<file path="src/rtl/avl_text_console_master.sv">
// Avalon-MM master writing a character stream into an 80x30 two-glyphs-per-word text VRAM.
// Define TEXT_CONSOLE_SCROLL_EN to scroll at end of screen instead of wrapping to (0,0).
module avl_text_console_master #(
  parameter int          COLS      = 80,
  parameter int          ROWS      = 30,
  parameter logic [11:0] VRAM_BASE = 12'h000
) (
  input  logic        CLK,
  input  logic        RESET_N,
  input  logic        CHAR_VALID,
  output logic        CHAR_READY,
  input  logic [7:0]  CHAR_DATA,
  input  logic [7:0]  CHAR_ATTR,
  output logic [11:0] AVM_ADDR,
  output logic        AVM_READ,
  output logic        AVM_WRITE,
  output logic [3:0]  AVM_BYTE_EN,
  output logic [31:0] AVM_WRITEDATA,
  input  logic [31:0] AVM_READDATA,
  input  logic        AVM_WAITREQUEST,
  input  logic        AVM_READDATAVALID,
  output logic [6:0]  CURSOR_COL,
  output logic [4:0]  CURSOR_ROW,
  output logic        BUSY
);
  localparam int          HALF    = COLS / 2;
  localparam int          WORDS   = ROWS * COLS / 2;
  localparam logic [11:0] LAST_A  = VRAM_BASE + 12'(WORDS - 1);
  localparam logic [6:0]  COL_MAX = 7'(COLS - 1);
  localparam logic [4:0]  ROW_MAX = 5'(ROWS - 1);

`ifdef TEXT_CONSOLE_SCROLL_EN
  typedef enum logic [2:0] {IDLE, WR_CHAR, CLEAR, SCR_RD, SCR_WAIT, SCR_WR, SCR_CLR} state_t;
  localparam logic [11:0] LAST_ROW_A = VRAM_BASE + 12'((ROWS - 1) * HALF);
  logic [11:0] w_q, w_d;
  logic        rd_q, rd_d;
`else
  typedef enum logic [1:0] {IDLE, WR_CHAR, CLEAR} state_t;
  logic unused_rd;
  assign unused_rd = ^{AVM_READDATA, AVM_READDATAVALID};
`endif

  state_t      state_q, state_d;
  logic [6:0]  col_q, col_d;
  logic [4:0]  row_q, row_d;
  logic [11:0] addr_q, addr_d;
  logic [31:0] wdata_q, wdata_d;
  logic [3:0]  be_q, be_d;
  logic        wr_q, wr_d;
  logic [7:0]  attr_q, attr_d;
  logic        rdy_q, rdy_d;
  logic        eos;

  always_comb begin
    state_d = state_q;
    col_d   = col_q;
    row_d   = row_q;
    addr_d  = addr_q;
    wdata_d = wdata_q;
    be_d    = be_q;
    wr_d    = wr_q;
    attr_d  = attr_q;
    eos     = 1'b0;
`ifdef TEXT_CONSOLE_SCROLL_EN
    w_d     = w_q;
    rd_d    = rd_q;
`endif
    case (state_q)
      IDLE: if (rdy_q && CHAR_VALID) begin
        attr_d = CHAR_ATTR;
        case (CHAR_DATA)
          8'h0D: col_d = 7'd0;
          8'h0A: begin
            col_d = 7'd0;
            if (row_q == ROW_MAX) eos = 1'b1;
            else row_d = row_q + 5'd1;
          end
          8'h0C: begin
            state_d = CLEAR;
            addr_d  = VRAM_BASE;
            wdata_d = {8'h20, CHAR_ATTR, 8'h20, CHAR_ATTR};
            be_d    = 4'b1111;
            wr_d    = 1'b1;
          end
          default: begin
            state_d = WR_CHAR;
            addr_d  = VRAM_BASE + 12'(row_q) * 12'(HALF) + 12'(col_q >> 1);
            wdata_d = col_q[0] ? {CHAR_DATA, CHAR_ATTR, 16'h0} : {16'h0, CHAR_DATA, CHAR_ATTR};
            be_d    = col_q[0] ? 4'b1100 : 4'b0011;
            wr_d    = 1'b1;
          end
        endcase
      end
      WR_CHAR: if (!AVM_WAITREQUEST) begin
        wr_d    = 1'b0;
        state_d = IDLE;
        if (col_q == COL_MAX) begin
          col_d = 7'd0;
          if (row_q == ROW_MAX) eos = 1'b1;
          else row_d = row_q + 5'd1;
        end else col_d = col_q + 7'd1;
      end
      CLEAR: if (!AVM_WAITREQUEST) begin
        if (addr_q == LAST_A) begin
          wr_d    = 1'b0;
          state_d = IDLE;
          col_d   = 7'd0;
          row_d   = 5'd0;
        end else addr_d = addr_q + 12'd1;
      end
`ifdef TEXT_CONSOLE_SCROLL_EN
      SCR_RD: if (!AVM_WAITREQUEST) begin
        rd_d    = 1'b0;
        state_d = SCR_WAIT;
      end
      SCR_WAIT: if (AVM_READDATAVALID) begin
        wdata_d = AVM_READDATA;
        addr_d  = VRAM_BASE + w_q - 12'(HALF);
        be_d    = 4'b1111;
        wr_d    = 1'b1;
        state_d = SCR_WR;
      end
      SCR_WR: if (!AVM_WAITREQUEST) begin
        wr_d = 1'b0;
        if (w_q == 12'(WORDS - 1)) begin
          state_d = SCR_CLR;
          addr_d  = LAST_ROW_A;
          wdata_d = {8'h20, attr_q, 8'h20, attr_q};
          wr_d    = 1'b1;
        end else begin
          w_d     = w_q + 12'd1;
          addr_d  = VRAM_BASE + w_q + 12'd1;
          rd_d    = 1'b1;
          state_d = SCR_RD;
        end
      end
      SCR_CLR: if (!AVM_WAITREQUEST) begin
        if (addr_q == LAST_A) begin
          wr_d    = 1'b0;
          state_d = IDLE;
          col_d   = 7'd0;
          row_d   = ROW_MAX;
        end else addr_d = addr_q + 12'd1;
      end
`endif
      default: state_d = IDLE;
    endcase
    // Bottom-right overflow, from either a glyph write or a line feed.
    if (eos) begin
`ifdef TEXT_CONSOLE_SCROLL_EN
      state_d = SCR_RD;
      w_d     = 12'(HALF);
      addr_d  = VRAM_BASE + 12'(HALF);
      rd_d    = 1'b1;
      wr_d    = 1'b0;
`else
      col_d   = 7'd0;
      row_d   = 5'd0;
`endif
    end
    rdy_d = (state_d == IDLE);
  end

  always_ff @(posedge CLK or negedge RESET_N) begin
    if (!RESET_N) begin
      state_q <= IDLE;
      col_q   <= '0;
      row_q   <= '0;
      addr_q  <= '0;
      wdata_q <= '0;
      be_q    <= '0;
      wr_q    <= 1'b0;
      attr_q  <= '0;
      rdy_q   <= 1'b0;
`ifdef TEXT_CONSOLE_SCROLL_EN
      w_q     <= '0;
      rd_q    <= 1'b0;
`endif
    end else begin
      state_q <= state_d;
      col_q   <= col_d;
      row_q   <= row_d;
      addr_q  <= addr_d;
      wdata_q <= wdata_d;
      be_q    <= be_d;
      wr_q    <= wr_d;
      attr_q  <= attr_d;
      rdy_q   <= rdy_d;
`ifdef TEXT_CONSOLE_SCROLL_EN
      w_q     <= w_d;
      rd_q    <= rd_d;
`endif
    end
  end

  assign CHAR_READY    = rdy_q;
  assign AVM_ADDR      = addr_q;
  assign AVM_WRITE     = wr_q;
  assign AVM_BYTE_EN   = be_q;
  assign AVM_WRITEDATA = wdata_q;
  assign CURSOR_COL    = col_q;
  assign CURSOR_ROW    = row_q;
  assign BUSY          = (state_q != IDLE);
`ifdef TEXT_CONSOLE_SCROLL_EN
  assign AVM_READ      = rd_q;
`else
  assign AVM_READ      = 1'b0;
`endif
endmodule
</file>
<file path="config.mk">
export PLATFORM = sky130hd
export DESIGN_NAME = avl_text_console_master
export DESIGN_NICKNAME = d
export VERILOG_FILES = /design/src/rtl/avl_text_console_master.sv
export SDC_FILE = /design/constraint.sdc
export NUM_CORES = 1
export LEC_CHECK = 0
export CAP_MARGIN = 0
export CORE_UTILIZATION = 45
export CTS_BUF_LIST = sky130_fd_sc_hd__clkbuf_4 sky130_fd_sc_hd__clkbuf_8
export DETAILED_ROUTE_END_ITERATION = 12
export GPL_TIMING_DRIVEN = 0
export PLACE_DENSITY = 0.82
export SETUP_SLACK_MARGIN = 0.02
export SKIP_LAST_GASP = 1
export SYNTH_ARGS = -nofsm -noshare
export SYNTH_HDL_FRONTEND = slang
export SYNTH_SLANG_ARGS = --single-unit
</file>
<file path="constraint.sdc">
create_clock -name CLK -period 6.95 [get_ports CLK]
set_clock_uncertainty 0.15 [all_clocks]
set_input_delay 0.695 -clock CLK [delete_from_list [all_inputs] [get_ports CLK]]
set_output_delay 0.695 -clock CLK [all_outputs]
set_load 0.01 [all_outputs]
</file>
**After elaboration in Yosys (flattened, before gate mapping)**

Cells that the tools add are included.

- Bits in registers: 64
- Bits of input ports: 53
- Output and inout port bits: 64

- Add/subtract/negate cells: 4
- Multipliers: 1
- Equality and inequality tests: 21
- Muxes and demuxes: 44
- Bitwise operators: 1
- Reductions and logical operators: 13

Operators by type and width:

| kind | number |
|---|---|
| 32-bit one-hot mux with 2 select lines | 1 |
| 7-bit two-way mux | 7 |
| 12-bit one-hot mux with 2 select lines | 2 |
| 5-bit two-way mux | 8 |
| 12-bit two-way mux | 3 |
| 32-bit two-way mux | 1 |
| 8-bit by 4-bit == test with 1-bit output, second input constant | 3 |
| 7-bit one-hot mux with 3 select lines | 1 |
| 3-bit != test, second input constant | 6 |
| 5-bit one-hot mux with 3 select lines | 1 |
| 11-bit by 6-bit adder with 12-bit output | 1 |
| 12-bit by 1-bit adder with 12-bit output, second input constant | 1 |
| 12-bit by 11-bit == test with 1-bit output, second input constant | 1 |
| 2-bit != test, second input constant | 6 |
| 6-bit AND reduction | 2 |
| 1-bit two-way mux | 10 |
| 5-bit by 3-bit multiplier with 8-bit output, second input constant | 1 |
| 2-bit two-way mux | 4 |
| 4-bit one-hot mux with 2 select lines | 1 |
| 7-bit by 1-bit adder with 7-bit output, second input constant | 1 |
| 7-bit == test, second input constant | 1 |
| 7-bit AND reduction | 1 |
| 2-bit one-hot mux with 3 select lines | 1 |
| 5-bit by 1-bit adder with 5-bit output, second input constant | 1 |
| other kinds (17) | 19 |

**Longest topological paths before layout**

Gate-level depths: netlist of the first run.

- Depth after elaboration: 7
- Gate-level depth with buffers: 10
- Gate-level depth less buffers: 8

**Least setup slack after synthesis of the first run**

Ideal clock, no wire load.

- Path kind: input to register
- From: in CHAR_DATA[5]
- To: reg row_q[3] (netlist: CURSOR_ROW[3])
- Library setup time: 0.126 ns
- Arrival time: 2.603 ns
- Setup slack: 4.071 ns
- Cell stages on the path: 6
- Path buffers: 1
- Cells stage by stage: or3b_1 clkbuf_1 o41a_1 or2_2 o32a_4 a221o_1

- Cells in the longest elaborated chain, start to end: 6

Ends and longest elaborated chain:

| element | line | RTL |
|---|---|---|
| from (decl) | 12 | `input logic [7:0] CHAR_DATA,` |
| 8-bit by 4-bit == test with 1-bit output (*) | 71 | `case (CHAR_DATA)` |
| 1-bit two-way mux | 71 |  |
| 1-bit two-way mux | 69 | `IDLE: if (rdy_q && CHAR_VALID) begin` |
| 1-bit one-hot mux with 2 select lines | 68 | `case (state_q)` |
| 3-bit by 2-bit != test with 1-bit output (no line), or another cell as far along | -- |  |
| 7-bit AND reduction (no line) | -- |  |
| to (signal assigned) | 182 | `row_q <= row_d;` |
| to (decl) | 45 | `logic [4:0] row_q, row_d;` |

Mark *: on every way between the ends. The rest lies on a longest branch, timed or not.
A chain may end at the register's enable or synchronous reset.

**Final worst setup path of the first run**

- From: in CHAR_DATA[0]
- To: reg col_q[3] (netlist: CURSOR_COL[3])

- Cells in the longest elaborated chain, start to end: 6

Ends and longest elaborated chain:

| element | line | RTL |
|---|---|---|
| 8-bit by 4-bit == test with 1-bit output | 71 |  |
| 1-bit two-way mux | 71 |  |
| 1-bit two-way mux | 69 |  |
| 1-bit one-hot mux with 2 select lines | 68 |  |
| 3-bit != test (no line) or 4-bit nonzero test (tied branches) | -- |  |
| 6-bit AND reduction (no line) | -- |  |
| to (signal assigned) | 181 | `col_q <= col_d;` |
| to (decl) | 44 | `logic [6:0] col_q, col_d;` |

Parallel ways exist; a longest one is shown, timed or not.

==> impl_metrics.json, run 1 <==
{
  "outcome": "complete, no violations",
  "path_depth": 6,
  "grt_pass1_wl_um": 16300,
  "die_w_um": 91.8,
  "cts_hold_buf": 0,
  "cts-root-buf": "clkbuf_8",
  "nets": 540,
  "syn-cell-area_um2": 3630,
  "clkTransAtPathRegs_ns": 0.07,
  "setup_violations": 0,
  "rows": 32,
  "r2r-end": "AVM_WRITEDATA[19]",
  "grt_max_degree": 42,
  "grt_use_total": 0.245,
  "critPathRequiredTime_ns": 7.04,
  "layout_min_cycle_time_ns": 3.43,
  "cts_tree": "built",
  "drt_iter0_markers": 225,
  "cp_slowest_stage_delay_ns": 0.68,
  "power_mw": 2.15,
  "drive_above_1_share": 0.0740,
  "fmax_ghz": 0.292,
  "synth_edf_count": 0,
  "critPathLaunchType": "input pin",
  "hold_viol_final": 0,
  "numCtsBuffers": 9,
  "routed_wl_um": 10100,
  "ir_drop_mv": 0.213,
  "routed_via_density": 6.05,
  "num_antenna_cells": 0,
  "clock_sinks": 62,
  "worst_ep_arrival_time_ns": 3.52,
  "crit_path_top_delay_cell": "a211oi_1",
  "rr_worst_depth": 9,
  "hpwl_um": 7310,
  "rsz0062_at_grt": "false",
  "ctsResizeCount": 0,
  "slew_viol_final": 0,
  "maxCapViolCount": 0,
  "crit_type": "input pin to flop",
  "hp-class": "input pin to asynchronous set/reset pin",
  "synth.avg_cell_area_um2": 9.70,
  "critPathMaxFanout": 6,
  "r2r_start": "state_q[0]",
  "fp.dieH_um": 91.8,
  "antenna_left": 0,
  "crit_start": "CHAR_DATA[0]",
  "synthDistinctLibCells": 65,
  "area_growth_pct": 32.0,
  "grt-ovfl-total": 0,
  "io_buffer_count": 82,
  "synthArstFlopShare": 1.00,
  "cp_num_buf_inv": 1,
  "ys.flop_type": "dfrtp_1",
  "start_util": 0.467,
  "finalSetupTns_ns": 0,
  "core_um2": 7770,
  "first_global_vias": 3298,
  "syn_inst": 374,
  "r2r_slack_ns": 3.81,
  "drcViolationCount": 0,
  "yosys_warnings": 0,
  "power_per_cell_area_nw_per_um2": 449,
  "synth_nets": 446,
  "ctsLongestPathBuffers": 2,
  "dieArea_um2": 8420,
  "wire_per_inst_um": 17.6,
  "tightest_slew_ns": 0.971,
  "ys_seq_elements": 62,
  "postCtsSetupBuffers": 0,
  "relSlewSlack": 0.336,
  "vias": 3481,
  "ios": 117,
  "place_congestion": 0.886,
  "first_pass_iters": 5,
  "antenna_found_initial": 0,
  "crit_chain": "clkdlybuf4s50_1 -> or3b_2 -> a2111o_1 -> a211oi_1 -> o21ai_0 -> a22o_1",
  "p_leak_nw": 2.00,
  "period_share": 0.493,
  "dpl_worst_slack_ns": 3.22,
  "synth.yosys.seq_area_share": 0.428,
  "cts-htree-levels": 3,
  "clk_latency_ns": 0.35,
  "crit_family": "compound AO/OA/AOI/OAI gates",
  "cp-end-kind": "flop",
  "finalWorstSetupSlack_ns": 3.52
}
## final cells by class
type,count,area [um^2]
Clock buffer,9,124
Clock inverter,7,72.6
Buffer,24,103
Tap cell,102,128
Multi-Input combinational cell,274,1920
Fill cell,658,2980
Inverter,14,52.6
Sequential cell,62,1550
Timing Repair Buffer,83,836
## cell usage after synthesis, drive strengths merged, types with 2 or more instances
cell,count,area share
xnor2,4,0.0097
a21o,9,0.019
nand2,37,0.038
or4,4,0.0083
a22o,26,0.063
o32a,2,0.0090
or3b,3,0.0072
a2bb2oi,2,0.0048
ha,17,0.059
a221o,3,0.0083
o41a,2,0.0062
nand3,13,0.018
or2,6,0.010
a22oi,3,0.0062
nand2b,2,0.0034
nor3,19,0.026
buf,5,0.0086
nor2b,3,0.0052
nand4,5,0.0086
o22a,2,0.0048
mux2,4,0.012
o21ai,19,0.026
o31ai,4,0.0083
a31oi,4,0.0069
a21oi,19,0.026
o22ai,2,0.0034
inv,13,0.013
nor4,2,0.0052
a211oi,8,0.017
clkbuf,19,0.020
or3,3,0.0052
nor2,12,0.012
dfrtp,62,0.43
and3,2,0.0034
a221oi,3,0.0072
fa,2,0.011
a32oi,3,0.0072
a2111oi,2,0.0048
o21a,4,0.0083
## layer usage
metal	vias to the layer above	track usage	routed length, um	part of all wire
li1	1606	-	-	-
met1	1687	0.346	4360	0.43
met2	163	0.382	4860	0.48
met3	25	0.0307	658	0.065
met4	0	0.103	230	0.023
met5	-	0	0	0
## per-stage QoR
stage,cell area [um^2],util,hold WS [ns],instances
after floorplan,3630,-,0.249,374
after global placement,4580,0.589,0.306,558
after detailed placement,4590,0.591,0.316,559
after CTS,4790,0.616,0.180,575
after global routing,4790,0.616,0.212,575
final,4790,0.616,0.158,575
## cells in the final DEF (no fill, tap or decap), types with 17 or more instances in the layout
master           instances
clkdlybuf4s50_1         81
clkbuf_1                19
nand2_1                 37
o21ai_0                 19
dfrtp_1                 62
a22o_1                  26
nor3_1                  19
ha_1                    17
a21oi_1                 19
## worst register-to-register path: cells and delay by family (launching register included)
| kind | cells | cell delay (ns) |
|---|---|---|
| buf+inv | 4 | 0.84 |
| fa+ha+maj | 1 | 0.15 |
| simple gates | 2 | 0.53 |
| flops | 1 | 0.43 |
| compound gates | 2 | 0.98 |
## registers in the layout, summed over array words and instances, names as in the netlist
| signal | flops |
|---|---|
| AVM_BYTE_EN | 2 |
| state_q | 2 |
| AVM_ADDR | 12 |
| AVM_WRITE | 1 |
| CURSOR_ROW | 5 |
| CURSOR_COL | 7 |
| CHAR_READY | 1 |
| AVM_WRITEDATA | 32 |
## logic make-up (layout without fill, tap and decap cells)
kind of cell             after synthesis  in the layout  share of synthesized area
AND/OR/NAND/NOR                      118            118                      0.170
adder cells (fa/ha/maj)               19             19                     0.0697
AO/OA/AOI/OAI                        126            126                      0.258
buffers and inverters                 38            137                     0.0428
flip-flops                            62             62                      0.428
other                                  1              1                    0.00103
multiplexers                           5              5                     0.0152
XOR/XNOR                               5              5                     0.0159
## how the worst max path moves through the flow
stage | slack (ns) | to
6_report | 3.52 | CURSOR_COL[3]
5_1_grt | 3.40 | CURSOR_COL[1]
4_1_cts | 3.56 | CURSOR_COL[6]
3_5_place_dp | 3.22 | CURSOR_COL[6]
3_3_place_gp | 3.05 | AVM_WRITEDATA[23]
2_1_floorplan | 4.07 | CURSOR_ROW[3]
## power by group
group | internal [mW] | total [mW] | leakage [nW] | switching, mW
clock network | 0.166 | 0.320 | 0.0956 | 0.154
registers | 0.496 | 0.647 | 0.779 | 0.151
logic | 0.610 | 1.18 | 1.12 | 0.574
Power figures use the tool's default switching activity.
==> inputs of run 2 (changes only) <==
--- a/config.mk
+++ b/config.mk
@@ -6,7 +6,7 @@
 export NUM_CORES = 1
 export LEC_CHECK = 0
 export CAP_MARGIN = 0
-export CORE_UTILIZATION = 45
+export CORE_UTILIZATION = 43
 export CTS_BUF_LIST = sky130_fd_sc_hd__clkbuf_4 sky130_fd_sc_hd__clkbuf_8
 export DETAILED_ROUTE_END_ITERATION = 12
 export GPL_TIMING_DRIVEN = 0
==> constraint.sdc (replaced) <==
create_clock -name CLK -period 2.81 [get_ports CLK]
set_clock_uncertainty 0.15 [all_clocks]
set_input_delay 0.281 -clock CLK [delete_from_list [all_inputs] [get_ports CLK]]
set_output_delay 0.281 -clock CLK [all_outputs]
set_load 0.01 [all_outputs]
==> run 2 against run 1 <==
Effect of this change:
- critical endpoint is now CURSOR_ROW[3]
- non-clock buffer count is 6 higher
- count of clock-buffer cells in the layout stayed put
- critical path depth stayed put
- total power grew to 2.7 times the previous value
- clock power grew to 3.1 times the previous value
- core utilization is 0.17 points lower
- routed wire length is 5.2% higher
- worst setup slack worse by 3.4 ns
- combinational power grew to 2.7 times the previous value
==> impl_metrics.json, run 2 (synthesis gave the netlist of run 1 again) <==
{
  "grt_max_degree": 43,
  "vias": 3582,
  "io_buffer_count": 82,
  "final_cell_mix": "clkdlybuf4s50_1, dfrtp_1, nand2_1",
  "numCtsBuffers": 9,
  "grt_pass1_wl_um": 16800,
  "critPathMaxFanout": 7,
  "mostFrequentLayoutCell": "clkdlybuf4s50_1",
  "outcome": "complete, no violations",
  "drt_iter0_markers": 224,
  "path_depth": 6,
  "first_global_vias": 3335,
  "first_pass_iters": 5,
  "start_util": 0.444,
  "crit_chain": "clkdlybuf4s50_1 -> or3b_4 -> o41a_1 -> or2_2 -> o32a_4 -> a221o_1",
  "r2r_start": "CURSOR_ROW[1]",
  "worst_ep_arrival_time_ns": 2.78,
  "layout_min_cycle_time_ns": 2.71,
  "wire_per_inst_um": 18.2,
  "cp-end-kind": "flop",
  "cts-htree-levels": 3,
  "antenna_left": 0,
  "rsz0062_at_grt": "false",
  "clk_latency_ns": 0.35,
  "setup_violations": 0,
  "drive_above_1_share": 0.142,
  "dieArea_um2": 8810,
  "ctsLongestPathBuffers": 2,
  "r2r_slack_ns": 0.1,
  "rr_worst_depth": 7,
  "crit_path_top_delay_cell": "clkdlybuf4s50_1",
  "slew_viol_final": 0,
  "core_um2": 8180,
  "period_share": 0.965,
  "area_growth_pct": 38.5,
  "cp_num_buf_inv": 1,
  "antenna_found_initial": 0,
  "clock_sinks": 62,
  "hold_end": "AVM_WRITEDATA[24]",
  "p_leak_nw": 2.12,
  "relSlewSlack": 0.605,
  "fp.dieH_um": 93.8,
  "power_mw": 5.73,
  "cts_tree": "built",
  "critPathLaunchType": "input pin",
  "routed_wl_um": 10600,
  "nets": 546,
  "hp-start": "CHAR_DATA[0]",
  "fmax_ghz": 0.369,
  "maxCapViolCount": 0,
  "num_antenna_cells": 0,
  "rows": 33,
  "critPathRequiredTime_ns": 2.88,
  "finalWorstSetupSlack_ns": 0.0986,
  "grt-ovfl-total": 0,
  "grt_use_total": 0.246,
  "min_path_cells": 3,
  "clkTransAtPathRegs_ns": 0.07,
  "cts-root-buf": "clkbuf_8",
  "die_w_um": 93.8,
  "place_congestion": 0.951,
  "hpwl_um": 7170,
  "crit_type": "input pin to flop",
  "final_util": 0.615,
  "hp-class": "input pin to flop",
  "hold_viol_final": 0,
  "power_per_cell_area_nw_per_um2": 1140,
  "routed_via_density": 6.13,
  "r2r-end": "AVM_ADDR[9]",
  "drcViolationCount": 0,
  "dpl_worst_slack_ns": -0.546,
  "cp_slowest_stage_delay_ns": 0.55,
  "tightest_slew_ns": 0.589,
  "largest_reg_flops": 32,
  "ios": 117,
  "worst_hold_slack_ns": 0.210,
  "ir_drop_mv": 0.894,
  "crit_family": "compound AO/OA/AOI/OAI gates"
}
[run 2: cell count changes in the layout (fill, tap and decap cells not counted), sizes merged, moves of 2 or more]
cell / previous run / this run
clkinvlp: 2 / 0
bufinv: 1 / 3
buf: 7 / 16
clkbuf: 28 / 24
[run 2: repair_timing]
item | CTS | global route
endpoints found under the hold margin | 20 | 0
gates resized for setup | 12 | 26
setup buffers | 2 | 7
pin swaps | 4 | 3
endpoints found under the setup margin | 44 | 56
hold buffers | 1 | 0
[run 2: how the worst max path moves through the flow]
| stage | startpoint | to | slack, ns |
|---|---|---|---|
| floorplan | AVM_ADDR[4] | CURSOR_ROW[3] | 0.13 |
| global placement | RESET_N | AVM_ADDR[6] | -0.63 |
| detailed placement | CHAR_DATA[0] | CURSOR_COL[5] | -0.55 |
| CTS | CURSOR_ROW[3] | AVM_ADDR[9] | -0.05 |
| global route | CURSOR_ROW[1] | AVM_ADDR[9] | 0.009 |
| finish | CHAR_DATA[3] | CURSOR_ROW[3] | 0.1 |
[run 2: final cells by class]
cell class / instances / area, um^2
clock buffers: 9 / 124
flip-flops and latches: 62 / 1560
repair buffers: 93 / 916
multi-input cells: 274 / 2030
clock inverters: 7 / 121
inverters: 14 / 52.6
plain buffers: 20 / 96.3
well taps: 105 / 131
fillers: 681 / 3150
[run 2: layer usage]
metal,part of all wire,global-route usage,vias up
met3,0.076,0.0542,28
met5,0,0,-
met1,0.44,0.333,1741
met4,0.024,0.0936,0
li1,-,-,1621
met2,0.46,0.383,192
[run 2: power breakdown]
group | internal [mW] | switching, mW | leakage (nW)
combinational | 1.65 | 1.52 | 1.22
sequential | 1.23 | 0.351 | 0.777
clock | 0.594 | 0.386 | 0.124
[run 2: tightest hold or removal path, cell delays in order]
cell            delay (ns)
dlymetal6s2s_1        0.23
nand2_1               0.09
o21ai_0               0.06
[run 2: stage by stage]
step	std cells	area, um^2	setup TNS, ns
floorplan	374	3630	0
global placement	561	4580	-56.86
detailed placement	562	4590	-20.75
CTS	580	4900	-0.0452
global route	584	5020	0
finish	584	5020	0
==> inputs of run 3 (changes only) <==
--- a/config.mk
+++ b/config.mk
@@ -6,12 +6,13 @@
 export NUM_CORES = 1
 export LEC_CHECK = 0
 export CAP_MARGIN = 0
-export CORE_UTILIZATION = 43
+export CORE_UTILIZATION = 45
 export CTS_BUF_LIST = sky130_fd_sc_hd__clkbuf_4 sky130_fd_sc_hd__clkbuf_8
 export DETAILED_ROUTE_END_ITERATION = 12
+export DONT_BUFFER_PORTS = 1
 export GPL_TIMING_DRIVEN = 0
-export PLACE_DENSITY = 0.82
 export SETUP_SLACK_MARGIN = 0.02
+export SKIP_CTS_REPAIR_TIMING = 1
 export SKIP_LAST_GASP = 1
 export SYNTH_ARGS = -nofsm -noshare
 export SYNTH_HDL_FRONTEND = slang
==> run 3 against run 2 <==
Effect of this change:
- the run now ends with negative hold slack, negative setup slack left
- via count decreased by 12%
- sequential power up 13%
- combinational power decreased by 27%
- fmax decreased by 6.4%
- total power decreased by 14%
- register-to-register slack worse by 0.19 ns
- largest power group unchanged
- clock power down 17%
- sequential share of layout area up 5.3 points
==> impl_metrics.json, run 3 (synthesis gave the netlist of run 1 again) <==
{
  "outcome": "finished, violations left",
  "violations": "negative hold slack, negative setup slack",
  "rr_worst_depth": 6,
  "ir_drop_mv": 0.467,
  "drcViolationCount": 0,
  "stdcell_count": 513,
  "switching_power_mw": 2.14,
  "ios": 117,
  "area_growth_pct": 18.4,
  "mostFrequentLayoutCell": "dfrtp_1",
  "hpwl_um": 6790,
  "nets": 478,
  "start_util": 0.467,
  "swShare": 0.434,
  "antenna_found_initial": 0,
  "clkTransAtPathRegs_ns": 0.08,
  "setup_violations": 6,
  "r2r_slack_ns": -0.09,
  "maxCapViolCount": 0,
  "final_util": 0.553,
  "fmax_ghz": 0.345,
  "fill_cells": 737,
  "cp-end-kind": "flop",
  "power_per_cell_area_nw_per_um2": 1150,
  "grt_use_total": 0.240,
  "r2r_start": "AVM_ADDR[4]",
  "crit_start": "AVM_ADDR[4]",
  "num_antenna_cells": 0,
  "slew_viol_final": 0,
  "hp-class": "input pin to flop",
  "worst_hold_slack_ns": -0.0156,
  "dpl_worst_slack_ns": -0.345,
  "dp_cells": 476,
  "busiest_layer": "met2",
  "ctsLongestPathBuffers": 2,
  "grt_pass1_wl_um": 15700,
  "cts-root-buf": "clkbuf_8",
  "first_global_vias": 3044,
  "cts_tree": "built",
  "numCtsBuffers": 9,
  "die_w_um": 91.8,
  "first_pass_iters": 5,
  "period_share": 1.03,
  "endpoint": "CURSOR_ROW[3]",
  "relSlewSlack": 0.381,
  "final_cell_mix": "dfrtp_1, nand2_1, a22o_1",
  "p_comb_frac": 0.471,
  "clock_sinks": 62,
  "crit_type": "flop to flop",
  "io_buffer_count": 0,
  "finalWorstSetupSlack_ns": -0.0870,
  "wire_per_inst_um": 19.4,
  "vias": 3162,
  "drive_above_1_share": 0.146,
  "grt_max_degree": 63,
  "cts-htree-levels": 3,
  "worst_ep_arrival_time_ns": 2.98,
  "rows": 32,
  "drt_iter0_markers": 181,
  "r2r-end": "CURSOR_ROW[3]",
  "grtUsageMet1": 0.320,
  "critPathLaunchType": "flop",
  "grt-ovfl-total": 0,
  "grt_use_met3": 0.0755,
  "clkPwrFrac": 0.165,
  "routed_via_density": 6.16,
  "layout_min_cycle_time_ns": 2.90,
  "place_congestion": 0.886,
  "core_um2": 7770,
  "pwr-share-seq": 0.364,
  "clk_latency_ns": 0.34,
  "antenna_left": 0,
  "tightest_slew_ns": 0.921,
  "intPower_mw": 2.79,
  "critPathMaxFanout": 8,
  "critPathRequiredTime_ns": 2.89,
  "grtUsageMet2": 0.367,
  "hold_viol_final": 1,
  "routed_wl_um": 9970,
  "dieArea_um2": 8420,
  "fp.dieH_um": 91.8,
  "rsz0062_at_grt": "true",
  "p_leak_nw": 1.81,
  "largest_reg_flops": 32
}
==> run 3: how the worst min path moves through the flow <==
| stage | startpoint | to | cells after the start |
|---|---|---|---|
| floorplan | RESET_N | AVM_ADDR[0] | 0 |
| global placement | RESET_N | CURSOR_ROW[3] | 0 |
| detailed placement | RESET_N | CURSOR_ROW[1] | 0 |
| CTS | RESET_N | CURSOR_ROW[3] | 0 |
| global route | CHAR_DATA[5] | AVM_WRITEDATA[29] | 2 |
| finish | CHAR_DATA[5] | AVM_WRITEDATA[29] | 2 |
==> run 3: power groups by stage <==
stage               sequential [mW]  clock, mW  combinational (mW)
floorplan                      1.67          0                1.62
global placement               1.79          0                1.96
detailed placement             1.80          0                2.01
CTS                            1.79      0.834                2.03
global route                   1.86      0.874                2.58
finish                         1.79      0.815                2.32
==> run 3: worst max-delay path: stages, from the launching register on <==
cell     delay (ns)
dfrtp_2        0.49
or4b_4         0.55
o41a_1         0.50
or2_0          0.25
buf_4          0.15
o32a_4         0.38
a221o_1        0.31
==> run 3: routing by layer <==
| layer | vias to the layer above | part of all wire |
|---|---|---|
| met5 | - | 0 |
| met4 | 0 | 0.014 |
| met1 | 1552 | 0.44 |
| met3 | 14 | 0.075 |
| li1 | 1479 | - |
| met2 | 117 | 0.47 |
==> run 3: layout make-up <==
type                       count  area, um^2  area share
buffer                        23         105      0.0245
timing repair buffer          21         220      0.0513
clock buffer                  10         138      0.0321
clock inverter                 6        68.8      0.0160
sequential                    62        1560       0.363
inverter                      14        52.6      0.0122
multi-input combinational    275        2020       0.472
tap                          102         128      0.0297
==> run 3: per-stage QoR <==
step           instance area [um^2]  power (mW)  setup TNS (ns)  hold slack, ns
6_report                       4290        4.93          -0.262         -0.0156
5_1_grt                        4290        5.31          -0.890          0.0164
4_1_cts                        3960        4.65           -7.86          -0.540
3_5_place_dp                   3750        3.81           -7.25          -0.163
3_3_place_gp                   3750        3.76           -6.35          -0.162
2_1_floorplan                  3630        3.29               0          -0.165
